## src/rtl/stack_port_arbiter_if.sv

```systemverilog
// Bundle of the two requester ports, the single-port stack memory port and
// the stack status outputs. The arbiter connects through the slave modport.
interface stack_port_arbiter_if #(
   parameter int DATA_W = 8,
   parameter int ADDR_W = 7
);
   logic              r0_valid;
   logic              r0_op;
   logic [DATA_W-1:0] r0_wdata;
   logic              r0_ready;
   logic              r0_done;
   logic              r0_err;
   logic [DATA_W-1:0] r0_rdata;

   logic              r1_valid;
   logic              r1_op;
   logic [DATA_W-1:0] r1_wdata;
   logic              r1_ready;
   logic              r1_done;
   logic              r1_err;
   logic [DATA_W-1:0] r1_rdata;

   logic              mem_we;
   logic              mem_re;
   logic [ADDR_W-1:0] mem_addr;
   logic [DATA_W-1:0] mem_wdata;
   logic [DATA_W-1:0] mem_rdata;

   logic [ADDR_W:0]   sp;
   logic              empty;
   logic              full;
   logic              busy;

   modport slave (
      input  r0_valid, r0_op, r0_wdata, r1_valid, r1_op, r1_wdata, mem_rdata,
      output r0_ready, r0_done, r0_err, r0_rdata,
      output r1_ready, r1_done, r1_err, r1_rdata,
      output mem_we, mem_re, mem_addr, mem_wdata,
      output sp, empty, full, busy
   );

   modport master (
      output r0_valid, r0_op, r0_wdata, r1_valid, r1_op, r1_wdata, mem_rdata,
      input  r0_ready, r0_done, r0_err, r0_rdata,
      input  r1_ready, r1_done, r1_err, r1_rdata,
      input  mem_we, mem_re, mem_addr, mem_wdata,
      input  sp, empty, full, busy
   );
endinterface

```

## src/rtl/stack_port_arbiter.sv

```systemverilog
// Round-robin arbiter sharing one single-port stack memory between two
// requesters; owns the stack pointer and full/empty tracking.
module stack_port_arbiter #(
   parameter int DATA_W = 8,
   parameter int ADDR_W = 7
) (
   input logic                clk,
   input logic                rst,
   stack_port_arbiter_if.slave bus
);

   typedef enum logic [2:0] {IDLE, WRITE, READ, RWAIT, RESP} state_t;

   localparam logic [ADDR_W:0] SP_FULL = {1'b1, {ADDR_W{1'b0}}};

   state_t            state_q, state_d;
   logic [ADDR_W:0]   sp_q, sp_d;
   logic              rr_last_q, rr_last_d;
   logic              gnt_q, gnt_d;
   logic [DATA_W-1:0] wdata_q, wdata_d;
   logic              err_q, err_d;
   logic [DATA_W-1:0] rdata_q, rdata_d;

   logic              full_w;
   logic              empty_w;
   logic              gnt_id;
   logic              any_valid;
   logic              sel_op;
   logic [DATA_W-1:0] sel_wdata;
   logic [ADDR_W:0]   sp_m1;
   logic              resp_w;

   assign full_w  = (sp_q == SP_FULL);
   assign empty_w = (sp_q == '0);
   assign sp_m1   = sp_q - {{ADDR_W{1'b0}}, 1'b1};

   always_ff @(posedge clk or posedge rst) begin
      if (rst) begin
         state_q   <= IDLE;
         sp_q      <= '0;
         rr_last_q <= 1'b1;
         gnt_q     <= 1'b0;
         wdata_q   <= '0;
         err_q     <= 1'b0;
         rdata_q   <= '0;
      end else begin
         state_q   <= state_d;
         sp_q      <= sp_d;
         rr_last_q <= rr_last_d;
         gnt_q     <= gnt_d;
         wdata_q   <= wdata_d;
         err_q     <= err_d;
         rdata_q   <= rdata_d;
      end
   end

   // On a tie the requester that did not win last time is granted.
   always_comb begin
      any_valid = bus.r0_valid | bus.r1_valid;
      if (bus.r0_valid && bus.r1_valid) gnt_id = ~rr_last_q;
      else                              gnt_id = bus.r1_valid;
      sel_op    = gnt_id ? bus.r1_op    : bus.r0_op;
      sel_wdata = gnt_id ? bus.r1_wdata : bus.r0_wdata;
   end

   always_comb begin
      state_d       = state_q;
      sp_d          = sp_q;
      rr_last_d     = rr_last_q;
      gnt_d         = gnt_q;
      wdata_d       = wdata_q;
      err_d         = err_q;
      rdata_d       = rdata_q;
      bus.r0_ready  = 1'b0;
      bus.r1_ready  = 1'b0;
      bus.mem_we    = 1'b0;
      bus.mem_re    = 1'b0;
      bus.mem_addr  = '0;
      bus.mem_wdata = '0;

      unique case (state_q)
         IDLE: begin
            if (any_valid) begin
               bus.r0_ready = ~gnt_id;
               bus.r1_ready = gnt_id;
               gnt_d        = gnt_id;
               rr_last_d    = gnt_id;
               wdata_d      = sel_wdata;
               rdata_d      = '0;
               // Overflow/underflow skip the memory and answer directly.
               if (sel_op ? full_w : empty_w) begin
                  err_d   = 1'b1;
                  state_d = RESP;
               end else begin
                  err_d   = 1'b0;
                  state_d = sel_op ? WRITE : READ;
               end
            end
         end
         WRITE: begin
            bus.mem_we    = 1'b1;
            bus.mem_addr  = sp_q[ADDR_W-1:0];
            bus.mem_wdata = wdata_q;
            sp_d          = sp_q + {{ADDR_W{1'b0}}, 1'b1};
            state_d       = RESP;
         end
         READ: begin
            bus.mem_re   = 1'b1;
            bus.mem_addr = sp_m1[ADDR_W-1:0];
            sp_d         = sp_m1;
            state_d      = RWAIT;
         end
         RWAIT: begin
            rdata_d = bus.mem_rdata;
            state_d = RESP;
         end
         RESP:    state_d = IDLE;
         default: state_d = IDLE;
      endcase
   end

   assign resp_w       = (state_q == RESP);
   assign bus.r0_done  = resp_w & ~gnt_q;
   assign bus.r1_done  = resp_w &  gnt_q;
   assign bus.r0_err   = bus.r0_done & err_q;
   assign bus.r1_err   = bus.r1_done & err_q;
   assign bus.r0_rdata = bus.r0_done ? rdata_q : '0;
   assign bus.r1_rdata = bus.r1_done ? rdata_q : '0;

   assign bus.sp    = sp_q;
   assign bus.empty = empty_w;
   assign bus.full  = full_w;
   assign bus.busy  = (state_q != IDLE);

endmodule

```

## src/flat_wrapper.sv

```systemverilog
// flat-port wrapper written by rule: the top's interface ports become plain ports
module stack_port_arbiter_flat 
#(
   parameter int DATA_W = 8,
   parameter int ADDR_W = 7
)
  (clk, rst, bus_r0_valid, bus_r0_op, bus_r0_wdata, bus_r1_valid, bus_r1_op, bus_r1_wdata, bus_mem_rdata, bus_r0_ready, bus_r0_done, bus_r0_err, bus_r0_rdata, bus_r1_ready, bus_r1_done, bus_r1_err, bus_r1_rdata, bus_mem_we, bus_mem_re, bus_mem_addr, bus_mem_wdata, bus_sp, bus_empty, bus_full, bus_busy);
  stack_port_arbiter_if #(.DATA_W(DATA_W), .ADDR_W(ADDR_W)) bus_i ();
  input logic clk;
  input logic rst;
  input wire logic [$bits(bus_i.r0_valid)-1:0] bus_r0_valid;
  input wire logic [$bits(bus_i.r0_op)-1:0] bus_r0_op;
  input wire logic [$bits(bus_i.r0_wdata)-1:0] bus_r0_wdata;
  input wire logic [$bits(bus_i.r1_valid)-1:0] bus_r1_valid;
  input wire logic [$bits(bus_i.r1_op)-1:0] bus_r1_op;
  input wire logic [$bits(bus_i.r1_wdata)-1:0] bus_r1_wdata;
  input wire logic [$bits(bus_i.mem_rdata)-1:0] bus_mem_rdata;
  output wire logic [$bits(bus_i.r0_ready)-1:0] bus_r0_ready;
  output wire logic [$bits(bus_i.r0_done)-1:0] bus_r0_done;
  output wire logic [$bits(bus_i.r0_err)-1:0] bus_r0_err;
  output wire logic [$bits(bus_i.r0_rdata)-1:0] bus_r0_rdata;
  output wire logic [$bits(bus_i.r1_ready)-1:0] bus_r1_ready;
  output wire logic [$bits(bus_i.r1_done)-1:0] bus_r1_done;
  output wire logic [$bits(bus_i.r1_err)-1:0] bus_r1_err;
  output wire logic [$bits(bus_i.r1_rdata)-1:0] bus_r1_rdata;
  output wire logic [$bits(bus_i.mem_we)-1:0] bus_mem_we;
  output wire logic [$bits(bus_i.mem_re)-1:0] bus_mem_re;
  output wire logic [$bits(bus_i.mem_addr)-1:0] bus_mem_addr;
  output wire logic [$bits(bus_i.mem_wdata)-1:0] bus_mem_wdata;
  output wire logic [$bits(bus_i.sp)-1:0] bus_sp;
  output wire logic [$bits(bus_i.empty)-1:0] bus_empty;
  output wire logic [$bits(bus_i.full)-1:0] bus_full;
  output wire logic [$bits(bus_i.busy)-1:0] bus_busy;
  assign bus_i.r0_valid = bus_r0_valid;
  assign bus_i.r0_op = bus_r0_op;
  assign bus_i.r0_wdata = bus_r0_wdata;
  assign bus_i.r1_valid = bus_r1_valid;
  assign bus_i.r1_op = bus_r1_op;
  assign bus_i.r1_wdata = bus_r1_wdata;
  assign bus_i.mem_rdata = bus_mem_rdata;
  assign bus_r0_ready = bus_i.r0_ready;
  assign bus_r0_done = bus_i.r0_done;
  assign bus_r0_err = bus_i.r0_err;
  assign bus_r0_rdata = bus_i.r0_rdata;
  assign bus_r1_ready = bus_i.r1_ready;
  assign bus_r1_done = bus_i.r1_done;
  assign bus_r1_err = bus_i.r1_err;
  assign bus_r1_rdata = bus_i.r1_rdata;
  assign bus_mem_we = bus_i.mem_we;
  assign bus_mem_re = bus_i.mem_re;
  assign bus_mem_addr = bus_i.mem_addr;
  assign bus_mem_wdata = bus_i.mem_wdata;
  assign bus_sp = bus_i.sp;
  assign bus_empty = bus_i.empty;
  assign bus_full = bus_i.full;
  assign bus_busy = bus_i.busy;
  stack_port_arbiter #(.DATA_W(DATA_W), .ADDR_W(ADDR_W)) u_core (.clk(clk), .rst(rst), .bus(bus_i));
endmodule
```

## config.mk

```make
export PLATFORM = sky130hd
export DESIGN_NAME = stack_port_arbiter_flat
export DESIGN_NICKNAME = d
export VERILOG_FILES = /design/src/rtl/stack_port_arbiter_if.sv /design/src/rtl/stack_port_arbiter.sv /design/src/flat_wrapper.sv
export SDC_FILE = /design/constraint.sdc
export NUM_CORES = 1
export LEC_CHECK = 0
export ABC_AREA = 1
export CAP_MARGIN = 15
export CELL_PAD_IN_SITES_DETAIL_PLACEMENT = 2
export CELL_PAD_IN_SITES_GLOBAL_PLACEMENT = 2
export CORE_ASPECT_RATIO = 1.25
export CORE_MARGIN = 5
export CORE_UTILIZATION = 24
export CTS_CLUSTER_DIAMETER = 100
export CTS_CLUSTER_SIZE = 28
export DETAILED_ROUTE_END_ITERATION = 12
export PLACE_DENSITY_LB_ADDON = 0.1
export SETUP_SLACK_MARGIN = 0.4
export SYNTH_ARGS = -nofsm -noshare
export SYNTH_HDL_FRONTEND = slang
export SYNTH_SLANG_ARGS = --single-unit
```

## constraint.sdc

```tcl
create_clock -name clk -period 3.3 [get_ports clk]
set_clock_uncertainty 0.15 [all_clocks]
set_input_delay 0.33 -clock clk [delete_from_list [all_inputs] [get_ports clk]]
set_output_delay 0.33 -clock clk [all_outputs]
set_load 0.03 [all_outputs]
```

Word level (Yosys, flattened, before mapping) --
Cells that the tools add are included.
Storage, ports and cells: register bits after elaboration 30, bits in latches 0, memory bits (writable) 0, ROM bits 0, output and inout port bits 50, word-level logic and storage cells 54, memories 0
Cells by class: $add $sub $neg 2, $mul 0, divide/modulo/power cells 0, order comparisons 0, equality and inequality tests 6, shifts and indexed selects 0, muxes and demuxes 22, bitwise gates (word level) 8, reduce and logical (&&, ||, !) cells 9
Operators by type and width (number):
- $mux W8 | 5
- $pmux W8 S2 | 2
- $pmux W7 S2 | 1
- $mux W1 | 10
- $pmux W3 S3 | 1
- $add A8 B1 Y8 const B | 1
- $eq A8 B8 Y1 const B | 1
- $logic_not A8 Y1 | 1
- $sub A8 B1 Y8 const B | 1
- $eq A3 B2 Y1 const B | 2
- $mux W3 | 2
- $and A1 B1 Y1 | 4
- $reduce_and A2 Y1 | 2
- $reduce_bool A2 Y1 | 2
- $eq A3 B1 Y1 const B | 1
- $eq A3 B3 Y1 const B | 1
- $logic_not A3 Y1 | 1
- $not A1 Y1 | 3
- $reduce_bool A3 Y1 | 1
- $mux W2 | 1
- $ne A2 B1 Y1 const B | 1
- $reduce_or A2 Y1 | 1
- $logic_and A1 B1 Y1 | 1
- $or A1 B1 Y1 | 1

Logic depth before layout (Yosys ltp) --
word-level depth 7, depth in mapped cells 10, mapped depth without buffers 10

Worst setup path before layout --
Ideal clock, no wire load.
path kind register to output, from reg u_core.state_q[1], to out bus_r1_err, data arrival time 1.737 ns, data required time 2.820 ns, slack 1.083 ns, stages on the path, launching flop included 6, buffers on the path 0, cells stage by stage dfrtp_1 inv_1 nand3_1 nor2_1 inv_2 nor2_1
On the way: cells in the longest elaborated chain, start to end 3
RTL lines:
- start, declared | RTL line stack_port_arbiter.sv:16 | state_t state_q, state_d;
- start signal, assigned | RTL line stack_port_arbiter.sv:47 | state_q <= state_d;
- $eq A3 B3 Y1 | RTL line stack_port_arbiter.sv:122 | assign resp_w = (state_q == RESP);
- $and A1 B1 Y1 | RTL line stack_port_arbiter.sv:124 | assign bus.r1_done = resp_w & gnt_q;
- via bus_r1_done | RTL line flat_wrapper.sv:23 | output wire logic [$bits(bus_i.r1_done)-1:0] bus_r1_done;
- $and A1 B1 Y1 | RTL line stack_port_arbiter.sv:126 | assign bus.r1_err = bus.r1_done & err_q;
- end, declared | RTL line flat_wrapper.sv:24 | output wire logic [$bits(bus_i.r1_err)-1:0] bus_r1_err;
The timed path passes the listed nets, and every way through them passes these cells.

Worst setup path in the final report --
from in bus_r0_valid, to out bus_r0_ready
On the way: cells in the longest elaborated chain, start to end 5, elaborated cells between the ends (all ways) 6, those cells by class mux: 3; bitwise: 2; reduce/logical: 1
RTL lines:
- start, declared | RTL line flat_wrapper.sv:11 | input wire logic [$bits(bus_i.r0_valid)-1:0] bus_r0_valid;
- $logic_and A1 B1 Y1 | RTL line stack_port_arbiter.sv:60 | if (bus.r0_valid && bus.r1_valid) gnt_id = ~rr_last_q;
- $mux W1 | RTL line stack_port_arbiter.sv:60
- $not A1 Y1 | RTL line stack_port_arbiter.sv:84 | bus.r0_ready = ~gnt_id;
- $mux W1 (*) | RTL line stack_port_arbiter.sv:83 | if (any_valid) begin
- $mux W1 (*) | RTL line stack_port_arbiter.sv:81 | unique case (state_q)
- end, declared | RTL line flat_wrapper.sv:18 | output wire logic [$bits(bus_i.r0_ready)-1:0] bus_r0_ready;
Mark *: on every way between the ends. The rest lies on a longest branch, timed or not.

==> flow_summary.toml <==
[placement]
gpl.final_weighted_congestion = 0.786
portBuffers = 79
place_hpwl_um = 5880

[worst_setup_path]
timing_worst_setup_path_type = "input pin to primary output"
r2r_setup_slack_ps = 1440
critical_path_required_ps = 2820
timing.reg2reg.worst_path_depth = 6
critical_path_peak_fanout = 12
worst_setup_path_end_kind = "primary output"
cp_arrival_ps = 2190
critical_path.reg2reg.endpoint = "u_core.err_q$_DFFE_PP0P_"
timing.rr.start = "u_core.state_q[1]$_DFFE_PP0P_"
startpoint_type = "input pin"

[logic_synthesis]
seq_area_frac_synth_pct = 39.5
synth-async-reset-ratio_pct = 100
synth.yosys.warnings = 0
combinational_family_with_the_most_area_after_synthesis = "simple AND/OR/NAND/NOR gates"
post_synthesis_compound_gate_area_fraction_pct = 13.0
syn-num-nets = 308
synth_top_cells_by_count = "58 x nor2_1, 48 x inv_1, 48 x nand2_1, 29 x dfrtp_1, 18 x o21ai_0"
post_synth.cell_area_avg_um2 = 6.92
synthDominantAreaCellType = "dfrtp_1"
synthMuxAreaShare_pct = 0
synthTopCellsByArea = "dfrtp_1 38%, nor2_1 11%, inv_1 9.5%, nand2_1 9.5%, o21ai_0 4.7%"
synth.cell_area_um2 = 1900
yosys_register_bits = 30
number_of_enable_type_register_cells_in_the_synthesized_netlist = 0
synth_cells = 275
synth_top_cell_area_share_pct = 38.1
synthFlopType = "dfrtp_1"
synth.most_common_cell = "nor2_1"
synth_xor_area_share_pct = 1.38
post_synth_fa_ha_maj_area_fraction_pct = 1.97
synth_simple_gate_area_share_pct = 30.9
post_synth_num_cell_types = 28

[power_and_ir_drop]
ir_worst_vdd_uv = 341
static-leakage-power_uw = 0.00136
post-layout-total-power_uw = 2510
power_per_cell_area_nw_per_um2 = 870

[sta]
layout_worst_path_cycle_share_pct = 80.8
finalHoldViolCount = 0
grt_setup_unrepaired = "false"
period_minus_slack_ps = 2670
tns_ps = 0
max_slew.worst_pin.slew_ps = 515
slew_viol_final = 0
clock.fmax_ghz = 0.375
slew-limit-headroom_pct = 65.4
timing.final.setup_violations = 0

[die]
die-height_um = 110
design.core.area_um2 = 7790
dieArea_um2 = 9830
die_x_um = 89.7
design.portCount = 80
placementRows = 36
initial_utilization_pct = 24.4

[cells_and_area]
layout.filler_cells = 936
design.final.nets = 390
antennaDiodeCount = 0
area.growth.synth_to_final_pct = 51.7
post_route_cells_drive_above_1_share_pct = 7.54

[clock_network]
cts_root_buf = "clkbuf_8"
numCtsBuffers = 5
clk-insertion-delay-late_ps = 290
cts_tree = "yes"
clkSlewWorstSetupHoldPaths_ps = 60
postCtsSetupBuffers = 0
max-clock-path-buffers = 2
post_cts_hold_buffer_count = 0
clock_sinks = 30
h_tree_levels = 2

[route]
antenna_left = 0
vias = 2128
post_drt_wl_per_cell_um = 16.3
drcViolationCount = 0
initialDrtViolationCount = 26
dr.pass1.iters = 4
final_wirelength_um = 7400
vias_per_cell = 4.70

[grt]
pin_count_of_the_biggest_net_entering_global_routing = 31
grt_antenna_before_repair = 1
grt_overflow = 0
grt_util_all_layers_pct = 16.2
grt_pass1_wl_um = 12100
grt_pass1_vias = 2336

[min_path]
hold_path_class = "input pin to asynchronous set/reset pin"

[run_status]
run_status = "completed"

[run]
timing.max_cap.violations = 0
stage by stage:
step | setup slack, ps | cells | cell area (um2) | hold WS [ps] | utilization [%]
6_report | 633 | 453 | 2890 | 288 | 37.1
5_1_grt | 433 | 453 | 2890 | 346 | 37.1
4_1_cts | 459 | 453 | 2880 | 307 | 37.0
3_5_place_dp | 477 | 445 | 2790 | 309 | 35.8
3_3_place_gp | 530 | 445 | 2790 | 305 | 35.8
2_1_floorplan | 1080 | 275 | 1900 | 270 | -
cell families (layout without fill, tap and decap cells):
kind of cell,after synthesis,count (layout)
compound gates,45,45
fa+ha+maj,3,3
buf+inv,61,144
xor+xnor,3,3
flops,30,30
simple gates,133,133
placed cells by master, fill, tap and decap left out, types with 2 or more instances in the layout:
cell              n
inv_1            48
clkbuf_8          6
dfrtp_1          29
nand4_1           4
nand3_4           2
o21ai_0          18
nand2_1          47
nand3_1          16
ha_1              3
inv_2             5
dlygate4sd2_1     2
o21ai_1          12
o22ai_1           9
nor2_2            2
buf_4             2
xor2_1            2
a21oi_1           3
nor2_1           56
o21ai_2           2
clkdlybuf4s50_1  76
worst max path at each step:
| stage | start | to | slack, ps |
|---|---|---|---|
| after global placement | bus_r0_valid | bus_r0_ready | 530 |
| after detailed placement | bus_r0_valid | bus_r0_ready | 480 |
| after global routing | u_core.bus.sp[0]$_DFFE_PP0P_ | bus_empty | 430 |
| after CTS | bus_r0_valid | bus_r0_ready | 460 |
| after floorplan | u_core.state_q[1]$_DFFE_PP0P_ | bus_r1_err | 1080 |
| final | bus_r0_valid | bus_r0_ready | 630 |
critical path, stage by stage:
cell	delay [ps]
clkdlybuf4s50_1	530
nand2_1	130
nand2_2	210
inv_1	190
nor2_1	130
clkdlybuf4s50_1	670
final cells by class:
type | instances | area, um2 | share of cell area [%]
inverter | 55 | 214 | 7.41
clock buffer | 7 | 86.3 | 2.99
clock inverter | 1 | 5.00 | 0.173
timing repair buffer | 81 | 806 | 27.9
multi-input combinational | 184 | 907 | 31.4
sequential | 30 | 752 | 26.0
tap | 95 | 119 | 4.11
repair_timing:
| item | in CTS | in global routing |
|---|---|---|
| setup endpoints to repair | 3 | 3 |
| endpoints found under the hold margin | 0 | 0 |
| gates cloned | 0 | 0 |
| resized for setup | 3 | 3 |
state kept, by name, summed over array words and instances, names as in the netlist:
name and cells:
u_core.wdata_q 8, u_core.rr_last_q 1, u_core.state_q 3, u_core.bus.sp 8
u_core.gnt_q 1, u_core.err_q 1, u_core.rdata_q 8
power breakdown:
part | internal [uW] | switching, uW
Combinational | 527 | 997
Sequential | 531 | 141
Clock | 168 | 148
Total | 1230 | 1290
layer usage:
| metal | global-route usage [%] | up-vias | wire length, um |
|---|---|---|---|
| li1 | - | 1019 | - |
| met1 | 18.6 | 1044 | 2940 |
| met2 | 29.1 | 49 | 3900 |
| met3 | 4.05 | 14 | 449 |
| met4 | 4.68 | 2 | 96 |
| met5 | 0 | - | 11 |
Power figures use the tool's default switching activity.
